$ cat src/rtl/e203_exu_brchmis_flush.sv
// ============================================================================
// Module      : e203_exu_brchmis_flush
// Description : Branch-mispredict / fence.i flush generator. Accepts a commit
//               from the branch/jump unit, decides whether the front end must
//               be redirected, computes the redirect PC and holds a flush
//               request towards the IFU until it is acknowledged.
//               Optional mispredict counter enabled by E203_BRCHMIS_CNT_EN.
// Revision    : 1.0 - initial release
// ============================================================================

`ifndef E203_PC_SIZE
`define E203_PC_SIZE 32
`endif

`ifndef E203_XLEN
`define E203_XLEN 32
`endif

`default_nettype none

module e203_exu_brchmis_flush (
    input  logic                     clk,
    input  logic                     rst,

    // Commit interface from the branch/jump unit
    input  logic                     cmt_i_valid,
    output logic                     cmt_i_ready,
    input  logic                     cmt_i_bjp,
    input  logic                     cmt_i_fencei,
    input  logic                     cmt_i_prdt,
    input  logic                     cmt_i_rslv,
    input  logic                     cmt_i_jalr,
    input  logic                     cmt_i_rv32,
    input  logic [`E203_PC_SIZE-1:0] cmt_i_pc,
    input  logic [`E203_XLEN-1:0]    cmt_i_imm,
    input  logic [`E203_XLEN-1:0]    cmt_i_rs1,

    // Flush interface towards the IFU
    output logic                     flush_req,
    input  logic                     flush_ack,
    output logic [`E203_PC_SIZE-1:0] flush_pc,

    // Mispredict statistics
    output logic [31:0]              brchmis_cnt,
    input  logic                     cnt_clr
);

    localparam int PC_W = `E203_PC_SIZE;
    localparam int XLEN = `E203_XLEN;

    typedef enum logic [0:0] {
        ST_IDLE  = 1'b0,
        ST_FLUSH = 1'b1
    } state_t;

    state_t            state_q;
    state_t            state_d;
    logic [PC_W-1:0]   flush_pc_q;
    logic [PC_W-1:0]   flush_pc_d;

    logic              w_accept;
    logic              w_mispredict;
    logic              w_flush_cond;
    logic [PC_W-1:0]   w_pc_seq;
    logic [PC_W-1:0]   w_pc_taken;
    logic [XLEN-1:0]   w_jalr_sum;
    logic [PC_W-1:0]   w_pc_jalr;
    logic [PC_W-1:0]   w_target;

    // ------------------------------------------------------------------
    // Handshake and flush decision
    // ------------------------------------------------------------------
    // Ready is a pure function of state so the producer never sees a
    // combinational loop through cmt_i_valid.
    assign cmt_i_ready  = (state_q == ST_IDLE);
    assign w_accept     = cmt_i_valid & cmt_i_ready;
    assign w_mispredict = cmt_i_bjp & (cmt_i_prdt != cmt_i_rslv);
    assign w_flush_cond = w_mispredict | cmt_i_fencei;

    // ------------------------------------------------------------------
    // Redirect target candidates (all modulo 2^PC_W)
    // ------------------------------------------------------------------
    assign w_pc_seq   = cmt_i_pc + (cmt_i_rv32 ? PC_W'(4) : PC_W'(2));
    assign w_pc_taken = cmt_i_pc + PC_W'(cmt_i_imm);
    assign w_jalr_sum = cmt_i_rs1 + cmt_i_imm;
    // JALR targets always have bit 0 cleared.
    assign w_pc_jalr  = PC_W'(w_jalr_sum) & ~PC_W'(1);

    // Select the redirect PC; fence.i wins over any branch outcome.
    always_comb begin
        w_target = w_pc_seq;
        if (cmt_i_fencei) begin
            w_target = w_pc_seq;
        end else if (cmt_i_rslv) begin
            w_target = cmt_i_jalr ? w_pc_jalr : w_pc_taken;
        end else begin
            w_target = w_pc_seq;
        end
    end

    // ------------------------------------------------------------------
    // State machine
    // ------------------------------------------------------------------
    // Next-state and redirect-PC capture; PC only updates on a flushing accept.
    always_comb begin
        state_d    = state_q;
        flush_pc_d = flush_pc_q;
        case (state_q)
            ST_IDLE: begin
                if (w_accept && w_flush_cond) begin
                    state_d    = ST_FLUSH;
                    flush_pc_d = w_target;
                end
            end
            ST_FLUSH: begin
                if (flush_ack) begin
                    state_d = ST_IDLE;
                end
            end
            default: begin
                state_d = ST_IDLE;
            end
        endcase
    end

    // State and redirect-PC registers with synchronous reset.
    always_ff @(posedge clk) begin
        if (rst) begin
            state_q    <= ST_IDLE;
            flush_pc_q <= '0;
        end else begin
            state_q    <= state_d;
            flush_pc_q <= flush_pc_d;
        end
    end

    assign flush_req = (state_q == ST_FLUSH);
    assign flush_pc  = flush_pc_q;

    // ------------------------------------------------------------------
    // Mispredict counter (fence.i-only flushes are not counted)
    // ------------------------------------------------------------------
`ifdef E203_BRCHMIS_CNT_EN
    logic [31:0] cnt_q;
    logic [31:0] cnt_d;

    // Clear beats a same-cycle increment; the counter wraps naturally.
    always_comb begin
        cnt_d = cnt_q;
        if (cnt_clr) begin
            cnt_d = '0;
        end else if (w_accept && w_mispredict) begin
            cnt_d = cnt_q + 32'd1;
        end
    end

    // Counter register with synchronous reset.
    always_ff @(posedge clk) begin
        if (rst) begin
            cnt_q <= '0;
        end else begin
            cnt_q <= cnt_d;
        end
    end

    assign brchmis_cnt = cnt_q;
`else
    // Counter removed: output tied low and clear input has no effect.
    logic unused_cnt_clr;
    assign unused_cnt_clr = cnt_clr;
    assign brchmis_cnt    = 32'd0;
`endif

endmodule

`default_nettype wire

$ cat config.mk
export PLATFORM = sky130hd
export DESIGN_NAME = e203_exu_brchmis_flush
export DESIGN_NICKNAME = d
export VERILOG_FILES = /design/src/rtl/e203_exu_brchmis_flush.sv
export SDC_FILE = /design/constraint.sdc
export NUM_CORES = 1
export LEC_CHECK = 0
export CORE_UTILIZATION = 50
export CTS_CLUSTER_DIAMETER = 120
export DETAILED_ROUTE_END_ITERATION = 7
export PLACE_DENSITY_LB_ADDON = 0.15
export SYNTH_ARGS = -nofsm -noshare
export SYNTH_HDL_FRONTEND = slang
export SYNTH_SLANG_ARGS = --single-unit
$ cat constraint.sdc
create_clock -name clk -period 5.8 [get_ports clk]
set_input_delay 0.87 -clock clk [delete_from_list [all_inputs] [get_ports clk]]
set_output_delay 0.87 -clock clk [all_outputs]
set_load 0.005 [all_outputs]
; ---- After elaboration in Yosys (flattened, before gate mapping)
; Index checks and enable logic that the tools add are counted.
[word_totals]
ff_bits = 33
wordCells = 19
output_inout_bits = 66
[op_classes]
n_eq_ne = 1
n_mux = 7
add_sub_neg = 3
bitwise_logic = 4
n_reduce_logical = 2
[ops]
columns = op, count
row1 = $mux 32, 3
row2 = $add 32x32->32, 2
row3 = $add 32x3->32, 1
row4 = $mux 3, 1
row5 = $and 1x1->1, 2
row6 = $mux 1, 2
row7 = $pmux 1 s2, 1
row8 = $reduce_and 2->1, 1
row9 = $logic_and 1x1->1, 1
row10 = $ne 1x1->1, 1
row11 = $not 1->1, 1
row12 = $or 1x1->1, 1

; ---- Logic depth before layout (Yosys ltp)
[logic_depth]
word_depth = 6
depth_mapped = 12

; ---- Worst setup path before layout
; Ideal clock, no wire load.
[synth_path]
kind = in2reg
start = input cmt_i_pc[0]
end = register flush_pc_q[30] (netlist: flush_pc[30])
required_time_ps = 5670
arrival_time_ps = 3166
path_stages = 10
path_slack_ps = 2504
path_buffers = 0
cell_sequence = ha_1 fa_1 a21oi_1 o211ai_1 a31o_2 a31o_1 o311a_1 o211ai_1 and4_1 a211oi_2
[synth_between]
elab_chain_len = 4
word_cells_on_any_way = 5
[synth_rtl]
columns = element, line_no
row1 = "start, declared", 34  ; input logic [`E203_PC_SIZE-1:0] cmt_i_pc,
row2 = $add 32x32->32, 84  ; assign w_pc_taken = cmt_i_pc + PC_W'(cmt_i_imm);
row3 = $mux 32, 95  ; w_target = cmt_i_jalr ? w_pc_jalr : w_pc_taken;
row4 = $mux 32, 94  ; end else if (cmt_i_rslv) begin
row5 = $mux 32 *, 92  ; if (cmt_i_fencei) begin
row6 = "end signal, assigned", 133  ; flush_pc_q <= flush_pc_d;
row7 = "end, declared", 58  ; logic [PC_W-1:0] flush_pc_q;
; Mark *: on every way between the ends. The rest lies on a longest branch, timed or not.
; A chain may end at the register's enable or synchronous reset.

; ---- Final worst setup path
[layout_path]
start = input cmt_i_imm[0]
end = register flush_pc_q[28] (netlist: flush_pc[28])
[layout_between]
elab_chain_len = 4
word_cells_on_any_way = 5
[layout_rtl]
columns = element, line_no
row1 = "start, declared", 35  ; input logic [`E203_XLEN-1:0] cmt_i_imm,
row2 = $add 32x32->32 (on tied branches), "84, 85"
row3 = $mux 32 *, 95
row4 = $mux 32 *, 94
row5 = $mux 32 *, 92
; Marks and branches as above.

==> results.md <==
Drt:
- The detailed router placed 6778 vias in this run.
- In the final routed layout, each cell accounts on average for 19.6 um.
- The post-detailed-route via-to-cell ratio is 6.31.
- In the routed design, unresolved DRC markers number 30.
- The total length of routed wires is 21100 um.
- Before antenna repair, the detailed router went through 7 iterations.
- The remaining antenna violation count after routing is 0.
- The number of violations reported at the end of detailed-routing iteration 0 is 631.

Clock network:
- TritonCTS built the clock tree.
- The clock passes through at most 2 buffers.
- The buffer type at the clock tree root is sky130_fd_sc_hd__clkbuf_16.
- The tree built by TritonCTS fans out to 33 sinks.
- The count of H-tree levels built during CTS is 2.
- The number of buffers added for setup after CTS is 0.
- The insertion delay to the later sink of the worst-skew pair is 0.30 ns.
- The number of gates resized after CTS was 0.
- In this run, post-CTS hold repair placed 0 buffers.
- Clock-pin slew was measured on the worst setup and hold paths at 0.07 ns.
- The total clock buffers created by CTS is 5.

STA:
- Setup violations remaining at the end of the flow were counted as 0.
- The portion of the clock cycle consumed by the worst path in the final layout is 67.9%.
- The worst path in the final design needs a cycle of 3.94 ns, including I/O delays and setup.
- The slew at the pin closest to its max-slew limit is 0.985 ns.
- Setup repair after global routing left no endpoint under its margin.
- The number of pins with negative max-slew slack in the final report came to 0.
- The hold violation total from the final report is 0.
- Headroom to the max-slew limit came out at 34.1%.
- The maximum achievable frequency is 254 MHz.
- On the final layout, the worst clock skew is 0.0139 ns.
- The total negative setup slack is 0 ns.

Floorplan:
- The number of standard-cell rows in the floorplan is 39.
- The total die area is 12300 um^2.
- The number of top-level pins is 173.
- The initial utilization of the core area, before any placement, comes to 51.7%.
- The die height is 111 um.
- The floorplan core area is 11500 um^2.
- The width of the chip is 111 um.

Pwr:
- The leakage power is 3.09 nW.
- The net switching power figure is 494 uW.
- Per report_power, the combinational group accounts for 52.9% of the total.
- Dividing total power by cell area gives a power density of 167 nW/um^2.
- The proportion of total power due to net switching is 39.5%.
- Sequential cells account for 20.5% of the total power.
- The cell-internal power is 757 uW.
- The worst voltage drop across the vdd grid is 144 uV.
- The clock power share is 26.6%.

Worst setup path:
- The type of element capturing the critical path is a register.
- For the worst setup path, the data required time is 5.97 ns.
- The highest fanout seen on the critical path is 4.
- The setup slack of the most critical reg-to-reg path is 3.69 ns.
- The worst setup path is launched from an input pin.
- The startpoint identified for the worst register-to-register timing path is flush_req$_SDFF_PP0_.
- The path depth of the worst reg2reg path is 6.
- The data arrival time of the worst path is 4.11 ns.
- The worst setup path is of the input pin to register kind.
- The end of the worst register-to-register path is flush_pc[27]$_SDFFE_PP0P_.

Run status:
- The final reports fail on design-rule violations.
- The flow ran to the end, but the final reports show violations.

Placement:
- The final estimated routing congestion in global placement is 0.959.
- Port buffering added 139 buffers.
- The total placed cells including tap cells is 1067.
- The HPWL after detailed placement is 16800 um.

Logic synthesis:
- The share of flip-flops with an asynchronous set or reset after synthesis is 0%.
- The synthesized design contains 33 register bits.
- A synthesized cell averages 7.32 um^2.
- The area share of and/or/nand/nor cells after synthesis is 21.6%.
- For this run, the leading register cell type out of synthesis is sky130_fd_sc_hd__dfxtp_1.
- Of the total synthesized cell area, the portion taken by full adders, half adders and majority gates is 14.3%.
- The synthesis warning total is 0.
- In the synthesized netlist, mux cells make up 1.18% of the area.
- The cell with the most instances after synthesis is sky130_fd_sc_hd__nand2_1.
- The synthesized netlist devotes 32.9% of its cell area to compound gates.
- Yosys attributes the largest share of cell area to sky130_fd_sc_hd__ha_1 (13%), sky130_fd_sc_hd__dfxtp_1 (11%), sky130_fd_sc_hd__a21oi_1 (7.4%).
- Counting distinct cell types in the post-synthesis netlist gives 84.
- In this run the cell area of the synthesized design comes to 5950 um^2.
- Sorting the synthesized cells by how often they occur yields sky130_fd_sc_hd__nand2_1 (89), sky130_fd_sc_hd__a21oi_1 (88), sky130_fd_sc_hd__ha_1 (63), sky130_fd_sc_hd__xnor2_1 (49), sky130_fd_sc_hd__o21ai_0 (46).
- Of the total synthesized cell area, the portion taken by XOR and XNOR cells is 11.2%.
- Sequential elements use 11.1% of the synthesized area.
- The cell accounting for the most synthesized area is sky130_fd_sc_hd__ha_1.
- The count of flip-flops with a built-in enable after synthesis is 0.
- The area share of the largest cell type after synthesis is 13.2%.
- Counting every instance in the synthesized netlist gives 813.
- After synthesis, the largest family of logic cells by area is compound AO/OA/AOI/OAI gates.

Worst hold path:
- The path with the worst hold slack has its endpoint at flush_pc[17]$_SDFFE_PP0P_.
- The class of the tightest hold or removal check is register to register.
- The startpoint identified for the worst hold timing path is flush_pc[17]$_SDFFE_PP0P_.
- The instance count along the most critical hold path is 2.

Finish:
- The repair_antennas step left the layout with diodes totalling 0.
- In the final design database the tool counted 1104 nets.
- From synthesis to final layout, the design area changed by 25.7%.
- The count of placed standard cells in the final layout, fillers left out is 1075.
- The number of filler cells placed in the layout is 1070.
- The share of final-layout standard cells stronger than drive strength 1 is 4.08%.

GRT:
- The number of global-route vias before repair is 6379.
- The number of antenna violations at the first check in global routing was 0.
- The total global routing overflow is 0.
- Global routing used 33.7% of the available tracks across all layers.
- The first global-routing pass estimated 32900 um of wire.
- The largest net degree at the start of global routing is 35.

Run:
- The max-cap check violation count is 0.
==> worst max-delay path: stages <==
cell	delay, ns
sky130_fd_sc_hd__clkdlybuf4s50_1	0.45
sky130_fd_sc_hd__and2_1	0.19
sky130_fd_sc_hd__fa_1	0.41
sky130_fd_sc_hd__a21oi_1	0.30
sky130_fd_sc_hd__o211ai_1	0.21
sky130_fd_sc_hd__a311oi_2	0.62
sky130_fd_sc_hd__nor4_1	0.21
sky130_fd_sc_hd__o31ai_1	0.45
sky130_fd_sc_hd__nor3b_1	0.11
sky130_fd_sc_hd__o211ai_1	0.18
sky130_fd_sc_hd__nand3_1	0.09
==> area by class of cell <==
| cell class | count | area, um^2 | area share, % |
|---|---|---|---|
| Tap cell | 143 | 179 | 2.39 |
| Sequential cell | 33 | 661 | 8.83 |
| Clock buffer | 6 | 139 | 1.86 |
| Inverter | 21 | 78.8 | 1.05 |
| Timing Repair Buffer | 145 | 1440 | 19.2 |
| Clock inverter | 2 | 37.5 | 0.502 |
| Multi-Input combinational cell | 725 | 4950 | 66.2 |
==> power groups by stage <==
| stage | clock (mW) | combinational (mW) | sequential [mW] |
|---|---|---|---|
| final | 0.333 | 0.662 | 0.256 |
| after global routing | 0.343 | 0.716 | 0.258 |
| after CTS | 0.331 | 0.648 | 0.256 |
| after detailed placement | 0 | 0.644 | 0.261 |
| after global placement | 0 | 0.634 | 0.261 |
| after floorplan | 0 | 0.417 | 0.261 |
==> how the worst max path moves through the flow <==
stage,start,to,slack [ns],cells after the start
after global placement,cmt_i_imm[0],flush_pc[28]$_SDFFE_PP0P_,1.75,11
after global routing,cmt_i_rv32,flush_pc[31]$_SDFFE_PP0P_,1.66,13
after detailed placement,cmt_i_imm[0],flush_pc[30]$_SDFFE_PP0P_,1.67,11
after floorplan,cmt_i_pc[0],flush_pc[30]$_SDFFE_PP0P_,2.50,10
final,cmt_i_imm[0],flush_pc[28]$_SDFFE_PP0P_,1.86,11
after CTS,cmt_i_imm[0],flush_pc[30]$_SDFFE_PP0P_,1.96,11
==> per-stage QoR <==
stage                     utilization (%)  setup WS (ns)  area (um^2)  hold WS (ns)  power (mW)
after global placement               63.4           1.75         7300         0.440       0.895
final                                65.0           1.86         7480         0.445        1.25
after global routing                 65.0           1.66         7480         0.480        1.32
after detailed placement             63.4           1.67         7300         0.433       0.905
after floorplan                         -           2.50         6070         0.435       0.677
after CTS                            65.0           1.96         7480         0.445        1.24
==> flip-flops by register name, indices dropped and copies added, names as in the netlist <==
signal and cells:
flush_pc 32, flush_req 1
==> per-layer routing <==
metal	part of all wire, %	vias to the layer above	track usage, %
li1	-	3218	-
met1	45	3182	46.5
met2	44	343	54.4
met3	9.1	35	5.19
met4	1.9	0	8.83
met5	0	-	0
==> cells in the final DEF, fill, tap and decap left out, types with 5 or more instances in the layout <==
cell	instances
sky130_fd_sc_hd__xor2_1	27
sky130_fd_sc_hd__a31oi_1	12
sky130_fd_sc_hd__a2bb2oi_1	5
sky130_fd_sc_hd__nor3_1	15
sky130_fd_sc_hd__nand2b_1	6
sky130_fd_sc_hd__and4_1	7
sky130_fd_sc_hd__nand2_1	89
sky130_fd_sc_hd__clkdlybuf4s50_1	139
sky130_fd_sc_hd__o221ai_1	5
sky130_fd_sc_hd__inv_1	20
sky130_fd_sc_hd__a211oi_1	8
sky130_fd_sc_hd__o31ai_1	7
sky130_fd_sc_hd__and2_1	6
sky130_fd_sc_hd__conb_1	32
sky130_fd_sc_hd__nand4_1	8
sky130_fd_sc_hd__nand3_1	29
sky130_fd_sc_hd__dfxtp_1	33
sky130_fd_sc_hd__clkbuf_16	5
sky130_fd_sc_hd__buf_4	6
sky130_fd_sc_hd__o21bai_1	9
sky130_fd_sc_hd__a21oi_1	88
sky130_fd_sc_hd__mux2i_1	7
sky130_fd_sc_hd__nor2_1	40
sky130_fd_sc_hd__ha_1	63
sky130_fd_sc_hd__and3_1	20
sky130_fd_sc_hd__a21o_1	34
sky130_fd_sc_hd__o21ai_0	46
sky130_fd_sc_hd__xnor2_1	49
sky130_fd_sc_hd__nor2b_1	7
sky130_fd_sc_hd__o211ai_1	16
==> kinds of logic (layout without fill, tap and decap cells) <==
kind of cell,Yosys count,count (layout)
AO/OA/AOI/OAI,292,292
flip-flops,33,33
XOR/XNOR,76,76
other,1,32
buffers and inverters,86,174
AND/OR/NAND/NOR,252,252
multiplexers,7,7
adder cells (fa/ha/maj),66,66
Power figures use the tool's default switching activity.
